--- config.mk ---
export PLATFORM = sky130hd
export DESIGN_NAME = tlb_search_arb_flat
export DESIGN_NICKNAME = d
export VERILOG_FILES = /design/src/rtl/gemini_mmu_pkg.sv /design/src/rtl/tlb_search_arb_if.sv /design/src/rtl/tlb_arb_prio.sv /design/src/rtl/tlb_search_arb.sv /design/src/flat_wrapper.sv
export SDC_FILE = /design/constraint.sdc
export NUM_CORES = 1
export LEC_CHECK = 0
export CAP_MARGIN = 20
export CORE_MARGIN = 2
export CORE_UTILIZATION = 32
export DETAILED_ROUTE_END_ITERATION = 10
export GPL_TIMING_DRIVEN = 1
export PLACE_DENSITY = 0.89
export SYNTH_ARGS = -nofsm -noshare
export SYNTH_HDL_FRONTEND = slang
export SYNTH_SLANG_ARGS = --single-unit
--- constraint.sdc ---
create_clock -name clk -period 2.3 [get_ports clk]
set_input_delay 0.69 -clock clk [delete_from_list [all_inputs] [get_ports clk]]
set_output_delay 0.69 -clock clk [all_outputs]
set_load 0.01 [all_outputs]
--- src/rtl/gemini_mmu_pkg.sv ---
// Shared MMU definitions: requester ids, field widths and arbiter state encoding.
package gemini_mmu_pkg;

  localparam int REQ_I = 0;
  localparam int REQ_D = 1;
  localparam int REQ_P = 2;
  localparam int NREQ  = 3;

  localparam int VPN2_W = 19;
  localparam int PFN_W  = 20;
  localparam int ASID_W = 8;

  typedef enum logic {
    ST_RUN  = 1'b0,
    ST_WBLK = 1'b1
  } arb_state_e;

endpackage

--- src/rtl/tlb_search_arb_if.sv ---
// Requester, TLB search and response bundle around the TLB search arbiter.
interface tlb_search_arb_if
  import gemini_mmu_pkg::*;
#(
  parameter int TLBNUM = 16
);
  localparam int IDX_W = $clog2(TLBNUM);

  logic              i_req, d_req, p_req;
  logic [VPN2_W-1:0] i_vpn, d_vpn, p_vpn;
  logic              i_odd, d_odd;
  logic              i_gnt, d_gnt, p_gnt;
  logic [ASID_W-1:0] asid;
  logic              flush;
  logic              tlb_we;

  logic [VPN2_W-1:0] s_vpn;
  logic              s_odd;
  logic [ASID_W-1:0] s_asid;
  logic              s_found;
  logic [IDX_W-1:0]  s_index;
  logic [PFN_W-1:0]  s_pfn;
  logic [2:0]        s_c;
  logic              s_d, s_v;

  logic              rsp_found;
  logic [IDX_W-1:0]  rsp_index;
  logic [PFN_W-1:0]  rsp_pfn;
  logic [2:0]        rsp_c;
  logic              rsp_d, rsp_v;
  logic              i_rsp_valid, d_rsp_valid, p_rsp_valid;

  modport master (
    output i_req, d_req, p_req, i_vpn, d_vpn, p_vpn, i_odd, d_odd,
           asid, flush, tlb_we, s_found, s_index, s_pfn, s_c, s_d, s_v,
    input  i_gnt, d_gnt, p_gnt, s_vpn, s_odd, s_asid,
           rsp_found, rsp_index, rsp_pfn, rsp_c, rsp_d, rsp_v,
           i_rsp_valid, d_rsp_valid, p_rsp_valid
  );

  modport slave (
    input  i_req, d_req, p_req, i_vpn, d_vpn, p_vpn, i_odd, d_odd,
           asid, flush, tlb_we, s_found, s_index, s_pfn, s_c, s_d, s_v,
    output i_gnt, d_gnt, p_gnt, s_vpn, s_odd, s_asid,
           rsp_found, rsp_index, rsp_pfn, rsp_c, rsp_d, rsp_v,
           i_rsp_valid, d_rsp_valid, p_rsp_valid
  );

endinterface

--- src/rtl/tlb_arb_prio.sv ---
// Three-way fixed-priority selector (p > d > i); the swap input promotes i above d.
module tlb_arb_prio
  import gemini_mmu_pkg::*;
(
  input  logic [NREQ-1:0] i_reqs,
  input  logic            i_swap,
  output logic [NREQ-1:0] o_gnts
);

  always_comb begin
    o_gnts = '0;
    if (i_reqs[REQ_P]) begin
      o_gnts[REQ_P] = 1'b1;
    end else if (i_swap && i_reqs[REQ_I]) begin
      o_gnts[REQ_I] = 1'b1;
    end else if (i_reqs[REQ_D]) begin
      o_gnts[REQ_D] = 1'b1;
    end else if (i_reqs[REQ_I]) begin
      o_gnts[REQ_I] = 1'b1;
    end
  end

endmodule

--- src/rtl/tlb_search_arb.sv ---
// Shares the TLB search port among I-MMU, D-MMU and TLBP, registering one response per grant.
module tlb_search_arb
  import gemini_mmu_pkg::*;
#(
  parameter int TLBNUM     = 16,
  parameter int STARVE_MAX = 4,
  parameter int WR_STALL   = 2
) (
  input logic             clk,
  input logic             resetn,
  tlb_search_arb_if.slave bus
);

  localparam int IDX_W  = $clog2(TLBNUM);
  localparam int WAIT_W = $clog2(STARVE_MAX + 1);
  localparam int CNT_W  = $clog2(WR_STALL + 1);

  arb_state_e        r_state, w_stateNxt;
  logic [CNT_W-1:0]  r_cnt, w_cntNxt;
  logic [WAIT_W-1:0] r_iWait;
  logic [NREQ-1:0]   w_req, w_gnt, r_rspVld;
  logic              w_allow, w_swap;

  logic              r_rspFound, r_rspD, r_rspV;
  logic [IDX_W-1:0]  r_rspIndex;
  logic [PFN_W-1:0]  r_rspPfn;
  logic [2:0]        r_rspC;

  always_ff @(posedge clk) begin
    if (!resetn) begin
      r_state <= ST_RUN;
      r_cnt   <= '0;
    end else begin
      r_state <= w_stateNxt;
      r_cnt   <= w_cntNxt;
    end
  end

  // A write strobe seen while already blocked restarts the stall window.
  always_comb begin
    w_stateNxt = r_state;
    w_cntNxt   = r_cnt;
    case (r_state)
      ST_RUN: begin
        if (bus.tlb_we) begin
          w_stateNxt = ST_WBLK;
          w_cntNxt   = CNT_W'(WR_STALL);
        end
      end
      ST_WBLK: begin
        if (bus.tlb_we) begin
          w_cntNxt = CNT_W'(WR_STALL);
        end else if (r_cnt == CNT_W'(1)) begin
          w_stateNxt = ST_RUN;
          w_cntNxt   = '0;
        end else begin
          w_cntNxt = r_cnt - CNT_W'(1);
        end
      end
      default: begin
        w_stateNxt = ST_RUN;
        w_cntNxt   = '0;
      end
    endcase
  end

  always_comb begin
    w_allow      = resetn && (r_state == ST_RUN) && !bus.tlb_we;
    w_swap       = (r_iWait == WAIT_W'(STARVE_MAX));
    w_req        = '0;
    w_req[REQ_P] = w_allow & bus.p_req;
    w_req[REQ_D] = w_allow & ~bus.flush & bus.d_req;
    w_req[REQ_I] = w_allow & ~bus.flush & bus.i_req;
  end

  tlb_arb_prio u_prio (
    .i_reqs (w_req),
    .i_swap (w_swap),
    .o_gnts (w_gnt)
  );

  // With no grant the i-side fields stay on the search port.
  always_comb begin
    bus.s_vpn  = bus.i_vpn;
    bus.s_odd  = bus.i_odd;
    bus.s_asid = bus.asid;
    if (w_gnt[REQ_P]) begin
      bus.s_vpn = bus.p_vpn;
      bus.s_odd = 1'b0;
    end else if (w_gnt[REQ_D]) begin
      bus.s_vpn = bus.d_vpn;
      bus.s_odd = bus.d_odd;
    end
  end

  always_ff @(posedge clk) begin
    if (!resetn) begin
      r_iWait <= '0;
    end else if (bus.i_req && !w_gnt[REQ_I]) begin
      if (r_iWait != WAIT_W'(STARVE_MAX)) r_iWait <= r_iWait + WAIT_W'(1);
    end else begin
      r_iWait <= '0;
    end
  end

  always_ff @(posedge clk) begin
    if (!resetn) begin
      r_rspVld   <= '0;
      r_rspFound <= 1'b0;
      r_rspIndex <= '0;
      r_rspPfn   <= '0;
      r_rspC     <= '0;
      r_rspD     <= 1'b0;
      r_rspV     <= 1'b0;
    end else begin
      r_rspVld <= w_gnt;
      if (|w_gnt) begin
        r_rspFound <= bus.s_found;
        r_rspIndex <= bus.s_index;
        r_rspPfn   <= bus.s_pfn;
        r_rspC     <= bus.s_c;
        r_rspD     <= bus.s_d;
        r_rspV     <= bus.s_v;
      end
    end
  end

  assign bus.i_gnt       = w_gnt[REQ_I];
  assign bus.d_gnt       = w_gnt[REQ_D];
  assign bus.p_gnt       = w_gnt[REQ_P];
  assign bus.rsp_found   = r_rspFound;
  assign bus.rsp_index   = r_rspIndex;
  assign bus.rsp_pfn     = r_rspPfn;
  assign bus.rsp_c       = r_rspC;
  assign bus.rsp_d       = r_rspD;
  assign bus.rsp_v       = r_rspV;
  assign bus.i_rsp_valid = r_rspVld[REQ_I] & ~bus.flush;
  assign bus.d_rsp_valid = r_rspVld[REQ_D] & ~bus.flush;
  assign bus.p_rsp_valid = r_rspVld[REQ_P];

endmodule

--- src/flat_wrapper.sv ---
// flat-port wrapper written by rule: the top's interface ports become plain ports
module tlb_search_arb_flat import gemini_mmu_pkg::*;
#(
  parameter int TLBNUM     = 16,
  parameter int STARVE_MAX = 4,
  parameter int WR_STALL   = 2
)
  (clk, resetn, bus_i_req, bus_d_req, bus_p_req, bus_i_vpn, bus_d_vpn, bus_p_vpn, bus_i_odd, bus_d_odd, bus_asid, bus_flush, bus_tlb_we, bus_s_found, bus_s_index, bus_s_pfn, bus_s_c, bus_s_d, bus_s_v, bus_i_gnt, bus_d_gnt, bus_p_gnt, bus_s_vpn, bus_s_odd, bus_s_asid, bus_rsp_found, bus_rsp_index, bus_rsp_pfn, bus_rsp_c, bus_rsp_d, bus_rsp_v, bus_i_rsp_valid, bus_d_rsp_valid, bus_p_rsp_valid);
  tlb_search_arb_if #(.TLBNUM(TLBNUM)) bus_i ();
  input logic clk;
  input logic resetn;
  input wire logic [$bits(bus_i.i_req)-1:0] bus_i_req;
  input wire logic [$bits(bus_i.d_req)-1:0] bus_d_req;
  input wire logic [$bits(bus_i.p_req)-1:0] bus_p_req;
  input wire logic [$bits(bus_i.i_vpn)-1:0] bus_i_vpn;
  input wire logic [$bits(bus_i.d_vpn)-1:0] bus_d_vpn;
  input wire logic [$bits(bus_i.p_vpn)-1:0] bus_p_vpn;
  input wire logic [$bits(bus_i.i_odd)-1:0] bus_i_odd;
  input wire logic [$bits(bus_i.d_odd)-1:0] bus_d_odd;
  input wire logic [$bits(bus_i.asid)-1:0] bus_asid;
  input wire logic [$bits(bus_i.flush)-1:0] bus_flush;
  input wire logic [$bits(bus_i.tlb_we)-1:0] bus_tlb_we;
  input wire logic [$bits(bus_i.s_found)-1:0] bus_s_found;
  input wire logic [$bits(bus_i.s_index)-1:0] bus_s_index;
  input wire logic [$bits(bus_i.s_pfn)-1:0] bus_s_pfn;
  input wire logic [$bits(bus_i.s_c)-1:0] bus_s_c;
  input wire logic [$bits(bus_i.s_d)-1:0] bus_s_d;
  input wire logic [$bits(bus_i.s_v)-1:0] bus_s_v;
  output wire logic [$bits(bus_i.i_gnt)-1:0] bus_i_gnt;
  output wire logic [$bits(bus_i.d_gnt)-1:0] bus_d_gnt;
  output wire logic [$bits(bus_i.p_gnt)-1:0] bus_p_gnt;
  output wire logic [$bits(bus_i.s_vpn)-1:0] bus_s_vpn;
  output wire logic [$bits(bus_i.s_odd)-1:0] bus_s_odd;
  output wire logic [$bits(bus_i.s_asid)-1:0] bus_s_asid;
  output wire logic [$bits(bus_i.rsp_found)-1:0] bus_rsp_found;
  output wire logic [$bits(bus_i.rsp_index)-1:0] bus_rsp_index;
  output wire logic [$bits(bus_i.rsp_pfn)-1:0] bus_rsp_pfn;
  output wire logic [$bits(bus_i.rsp_c)-1:0] bus_rsp_c;
  output wire logic [$bits(bus_i.rsp_d)-1:0] bus_rsp_d;
  output wire logic [$bits(bus_i.rsp_v)-1:0] bus_rsp_v;
  output wire logic [$bits(bus_i.i_rsp_valid)-1:0] bus_i_rsp_valid;
  output wire logic [$bits(bus_i.d_rsp_valid)-1:0] bus_d_rsp_valid;
  output wire logic [$bits(bus_i.p_rsp_valid)-1:0] bus_p_rsp_valid;
  assign bus_i.i_req = bus_i_req;
  assign bus_i.d_req = bus_d_req;
  assign bus_i.p_req = bus_p_req;
  assign bus_i.i_vpn = bus_i_vpn;
  assign bus_i.d_vpn = bus_d_vpn;
  assign bus_i.p_vpn = bus_p_vpn;
  assign bus_i.i_odd = bus_i_odd;
  assign bus_i.d_odd = bus_d_odd;
  assign bus_i.asid = bus_asid;
  assign bus_i.flush = bus_flush;
  assign bus_i.tlb_we = bus_tlb_we;
  assign bus_i.s_found = bus_s_found;
  assign bus_i.s_index = bus_s_index;
  assign bus_i.s_pfn = bus_s_pfn;
  assign bus_i.s_c = bus_s_c;
  assign bus_i.s_d = bus_s_d;
  assign bus_i.s_v = bus_s_v;
  assign bus_i_gnt = bus_i.i_gnt;
  assign bus_d_gnt = bus_i.d_gnt;
  assign bus_p_gnt = bus_i.p_gnt;
  assign bus_s_vpn = bus_i.s_vpn;
  assign bus_s_odd = bus_i.s_odd;
  assign bus_s_asid = bus_i.s_asid;
  assign bus_rsp_found = bus_i.rsp_found;
  assign bus_rsp_index = bus_i.rsp_index;
  assign bus_rsp_pfn = bus_i.rsp_pfn;
  assign bus_rsp_c = bus_i.rsp_c;
  assign bus_rsp_d = bus_i.rsp_d;
  assign bus_rsp_v = bus_i.rsp_v;
  assign bus_i_rsp_valid = bus_i.i_rsp_valid;
  assign bus_d_rsp_valid = bus_i.d_rsp_valid;
  assign bus_p_rsp_valid = bus_i.p_rsp_valid;
  tlb_search_arb #(.TLBNUM(TLBNUM), .STARVE_MAX(STARVE_MAX), .WR_STALL(WR_STALL)) u_core (.clk(clk), .resetn(resetn), .bus(bus_i));
endmodule
[Word-level counts from Yosys, hierarchy flattened]
Index checks and enable logic that the tools add are counted.
Word-level totals
  output and inout port bits: 64
  word-level logic and storage cells: 51
  latch bits: 0
  RAM bits: 0
  memories: 0
  bits in registers: 39
  memory bits (read-only): 0
Cells by class
  reductions and logical operators: 8
  multipliers: 0
  div/mod/pow operators: 0
  bitwise logic cells: 8
  magnitude comparators: 0
  mux-type cells: 19
  shift operators: 0
  eq/ne operators: 4
  add/subtract/negate cells: 2
Operator list (number)
  $mux 19: 2
  $mux 1: 11
  $mux 2: 4
  $and 1x1->1: 6
  $logic_and 1x1->1: 4
  $pmux 2 s2: 1
  $add 3x1->3 const B: 1
  $eq 3x3->1 const B: 1
  $ne 3x3->1 const B: 1
  $reduce_or 3->1: 1
  $eq 2x1->1 const B: 1
  $logic_not 1->1: 2
  $ne 2x2->1 const B: 1
  $not 1->1: 2
  $pmux 1 s2: 1
  $reduce_and 2->1: 1
  $sub 2x1->2 const B: 1

[Depth between registers and ports, before layout]
Gate-level depths: netlist of run 1.
  depth after elaboration: 12
  mapped depth: 8

[Modules after synthesis]
Synthesis of run 1 repeated with hierarchy kept, for this count alone.
Second synthesis, totals
  cell total of the unflattened synthesis: 252
  area, all modules: 2125.8 µm²
Modules (own cells, without submodules)
  tlb_search_arb: sequential area each 780.7 µm², area each 2088.3 µm², times used 1, cells an instance 247
  tlb_arb_prio: sequential area each 0.0 µm², area each 37.5 µm², times used 1, cells an instance 5

[Worst setup path after synthesis of run 1]
No wires, ideal clock.
  kind: input to output
  start: input bus_tlb_we
  end: output bus_s_vpn[15]
  data arrival time: 1692 ps
  stages on the path: 6
  path buffers: 1
  path slack: -82 ps
  cell sequence: nor3b_4 nand4_1 inv_2 buf_4 nand2_1 a31oi_1
Between the ends
  cells in the longest elaborated chain, start to end: 9
  elaborated cells between the ends (all ways): 13
  those cells by class: mux: 6; bitwise: 4; reduce/logical: 3
Ends and longest elaborated chain
  from (decl): RTL line flat_wrapper.sv:22  | input wire logic [$bits(bus_i.tlb_we)-1:0] bus_tlb_we;
  $logic_not 1->1 (*): RTL line tlb_search_arb.sv:68  | w_allow = resetn && (r_state == ST_RUN) && !bus.tlb_we;
  $logic_and 1x1->1 (*): RTL line tlb_search_arb.sv:68
  $and 1x1->1: RTL line tlb_search_arb.sv:72, tlb_search_arb.sv:73
  $and 1x1->1 (on tied branches): RTL line tlb_search_arb.sv:72, tlb_search_arb.sv:73
  $mux 1 / $logic_and 1x1->1 (equally long branches): RTL line tlb_arb_prio.sv:16, tlb_arb_prio.sv:14
  $mux 1: RTL line tlb_arb_prio.sv:14  | end else if (i_swap && i_reqs[REQ_I]) begin
  $mux 2 (*): RTL line tlb_arb_prio.sv:12  | if (i_reqs[REQ_P]) begin
  via bus_d_gnt: RTL line flat_wrapper.sv:30  | output wire logic [$bits(bus_i.d_gnt)-1:0] bus_d_gnt;
  $mux 19 (*): RTL line tlb_search_arb.sv:90  | end else if (w_gnt[REQ_D]) begin
  $mux 19 (*): RTL line tlb_search_arb.sv:87  | if (w_gnt[REQ_P]) begin
  to (decl): RTL line flat_wrapper.sv:32  | output wire logic [$bits(bus_i.s_vpn)-1:0] bus_s_vpn;
Mark *: on every way through the listed nets, which the timed path passes. The rest lies on a longest branch.

[Final worst setup path of run 1]
  start: input bus_tlb_we
  end: output bus_s_vpn[17]
Between the ends
  cells in the longest elaborated chain, start to end: 9
  elaborated cells between the ends (all ways): 13
  those cells by class: mux: 6; bitwise: 4; reduce/logical: 3
Ends and longest elaborated chain (RTL line)
  $logic_not 1->1 (*): tlb_search_arb.sv:68
  $logic_and 1x1->1 (*): tlb_search_arb.sv:68
  $and 1x1->1: tlb_search_arb.sv:72, tlb_search_arb.sv:73
  $and 1x1->1 (on tied branches): tlb_search_arb.sv:72, tlb_search_arb.sv:73
  $mux 1 / $logic_and 1x1->1 (equally long branches): tlb_arb_prio.sv:16, tlb_arb_prio.sv:14
  $mux 1: tlb_arb_prio.sv:14
  $mux 2: tlb_arb_prio.sv:12
  $mux 19: tlb_search_arb.sv:90
  $mux 19 (*): tlb_search_arb.sv:87
Mark *: on every way between the ends. The rest lies on a longest branch, timed or not.

==> results of run 1 <==
-- per-stage QoR --
stage,hold slack (ns),utilization (%)
3_3_place_gp,0.4492,62.80
6_report,0.4643,69.63
5_1_grt,0.4875,69.63
4_1_cts,0.4690,67.86
3_5_place_dp,0.4581,62.80
2_1_floorplan,0.4764,-
-- flip-flops by register name (all words and copies together) (netlist names) --
name / cells
u_core.bus.rsp_found: 1
u_core.r_iWait: 3
u_core.bus.rsp_v: 1
u_core.r_cnt: 2
u_core.bus.rsp_pfn: 20
u_core.r_rspVld: 3
u_core.r_state: 1
u_core.bus.rsp_index: 4
u_core.bus.rsp_c: 3
u_core.bus.rsp_d: 1
-- routing by layer --
layer | vias up | global-route usage, % | share of wire (%)
met5 | - | 0 | 0
met4 | 0 | 10.58 | 2.7
met3 | 18 | 5.467 | 5.7
met2 | 115 | 40.10 | 54
met1 | 1177 | 20.55 | 38
li1 | 1250 | - | -
-- worst max-delay path, cell delays in order --
cell     delay [ns]
buf_8          0.10
nor3b_4        0.18
nand4_1        0.17
buf_4          0.18
buf_6          0.13
buf_12         0.14
nand2_4        0.06
a31oi_2        0.08
buf_4          0.16
-- kinds of logic (layout without fill, tap and decap cells) --
| logic type | Yosys count | count (layout) | share of synthesized area [%] |
|---|---|---|---|
| simple gates | 120 | 120 | 24.39 |
| compound gates | 81 | 81 | 25.52 |
| buf+inv | 33 | 206 | 8.652 |
| flops | 39 | 39 | 39.12 |
| fa+ha+maj | 3 | 3 | 1.881 |
| xor+xnor | 1 | 1 | 0.4390 |
-- layout by cell type, fill, tap and decap left out, drive strengths merged, types with 3 or more instances in the layout --
master / netlist / layout
ha: 3 / 3
nand2: 88 / 88
a21oi: 37 / 37
o21a: 3 / 3
clkdlybuf4s50: 0 / 121
o21ai: 3 / 3
nor2: 22 / 22
dfxtp: 39 / 39
inv: 8 / 9
clkbuf: 7 / 5
a21boi: 30 / 30
nand4: 3 / 3
buf: 17 / 65
nor2b: 3 / 3
-- report_power, final --
part	switching [µW]	internal, µW
registers	12.6	700
clock network	251	327
logic	189	296
-- final timing paths --
path                          start           endpoint  slack (ns)  cells after the start
setup / recovery         bus_tlb_we      bus_s_vpn[17]       -0.29                      9
hold / removal     u_core.bus.rsp_v   u_core.bus.rsp_v        0.46                      2
setup reg to reg  u_core.r_iWait[1]  u_core.r_iWait[2]        0.68                      7
hold reg to reg    u_core.bus.rsp_v   u_core.bus.rsp_v        0.46                      2
-- final cells by class --
class	instances	area, µm²
clock inverter	3	46.29
multi-input combinational	205	1270
tap	75	93.84
sequential	39	783.3
inverter	9	35.03
timing repair buffer	189	1874
clock buffer	5	68.82
fill	456	1819
-- what timing repair did --
action / CTS / global route
hold buffers: 0 / 0
buffers inserted: 15 / 5
cloned: 3 / 0
resized for setup: 142 / 40
endpoints found under the setup margin: 25 / 24
pin swaps: 12 / 12
==> results.py, run 1 <==
metrics = {
    "run_status": {
        "status": "complete, but fails checks",
        "violations": "negative setup slack",
    },
    "routing": {
        "dr.first_iter.drc_count": 73,
        "num_vias": 2560,
        "drt_wl_total_um": 7585,
        "wl_per_cell_um": 14.45,
        "drc": 0,
        "drtPass1Iterations": 4,
        "vias_per_cell": 4.876,
        "drtAntennaViolNets": 0,
    },
    "cts": {
        "cts-root-buf": "clkbuf_8",
        "cts_tree": "yes",
        "clk_path_buf_depth": 2,
        "clk_pin_slew_worst_paths_ns": 0.07,
        "clk_latency_ns": 0.29,
        "htreeDepth": 2,
        "cts_buffers": 5,
        "cts.sinks": 39,
    },
    "synthesis": {
        "synth.avg_cell_area_um2": 7.205,
        "synth_edf_count": 0,
        "synth_top_area_share_pct": 39.12,
        "ys.flop_type": "dfxtp_1",
        "yosys_warnings": 0,
        "yosys-top-cells-area": "dfxtp_1 (39%), nand2_1 (17%), a21boi_0 (11%)",
        "ys_types": 25,
        "synth_area_um2": 1996,
        "yosysMostFrequentCell": "nand2_1",
        "yosysTopAreaCell": "dfxtp_1",
        "syn_inst": 277,
        "syn_nets": 384,
        "async_flop_share_pct": 0,
        "synth-seq-cells": 39,
        "yosys-top-cells-count": "nand2_1 (88), dfxtp_1 (39), a21oi_1 (37), a21boi_0 (30), nor2_1 (22)",
        "yosysSeqAreaShare_pct": 39.12,
    },
    "layout": {
        "final_layout_size_suffix_gt1_share_pct": 29.33,
        "diodes": 0,
        "finish.instance_area_um2": 4172,
        "final_nets": 556,
        "final_cell_count_no_fill": 525,
        "areaGrowthSynthToFinish_pct": 109.0,
    },
    "floorplanning": {
        "rows": 28,
        "core_um2": 5991,
        "ios": 168,
        "start_util_pct": 33.31,
        "die_area_um2": 6884,
        "die_w_um": 82.97,
        "die_y_um": 82.97,
    },
    "worst_setup_path": {
        "cp.arrival_ns": 1.90,
        "worstSetupPathType": "input port to output pin",
        "end_kind": "output pin",
        "required_ns": 1.61,
        "crit_fanout": 6,
        "critPathLaunchType": "input port",
    },
    "timing": {
        "max-slew-margin-rel_pct": 67.50,
        "slew_viol_final": 0,
        "finalSetupTns_ns": -5.528,
        "fin_crit_sh_pct": 112.6,
        "fmax_ghz": 0.3861,
        "min_period_ns": 2.590,
        "setup_viol_count_final": 23,
        "skew_ns": 0.007184,
        "worst_pin_slew_ns": 0.4752,
        "worst_slack_ns": -0.2897,
        "final-hold-violation-count": 0,
        "rsz0062_at_grt": "yes",
    },
    "placed_design": {
        "place_ws_ns": -1.029,
        "place_hpwl_um": 5252,
        "placed_area_um2": 3762,
        "place.gp.congestion": 0.8223,
        "dp_cells": 502,
        "port_buffers": 151,
    },
    "grt": {
        "grt_pass1_wl_um": 12000,
        "grt_antenna_before_repair": 0,
        "grt_max_degree": 35,
        "track_usage_pct": 20.98,
        "grt_pass1_vias": 2673,
        "grt_overflow": 0,
    },
    "power_and_ir_drop": {
        "ir_worst_vdd_uv": 278.6,
        "power.density_nw_per_um2": 425.6,
        "leakage_uw": 0.001665,
        "power_uw": 1775,
    },
    "worst_hold_path": {
        "min_path_type": "flip-flop to flip-flop",
    },
    "flow_run": {
        "cap_viol_max_count": 0,
    },
}
Power figures use the tool's default switching activity.
==> run 2, diff against run 1 <==
--- a/config.mk
+++ b/config.mk
@@ -9,6 +9,7 @@
 export CORE_MARGIN = 2
 export CORE_UTILIZATION = 32
 export DETAILED_ROUTE_END_ITERATION = 10
+export GPL_ROUTABILITY_DRIVEN = 0
 export GPL_TIMING_DRIVEN = 1
 export PLACE_DENSITY = 0.89
 export SYNTH_ARGS = -nofsm -noshare
==> results of run 2 <==
Same layout as run 1: the final DEF is identical, and so are final timing and power.
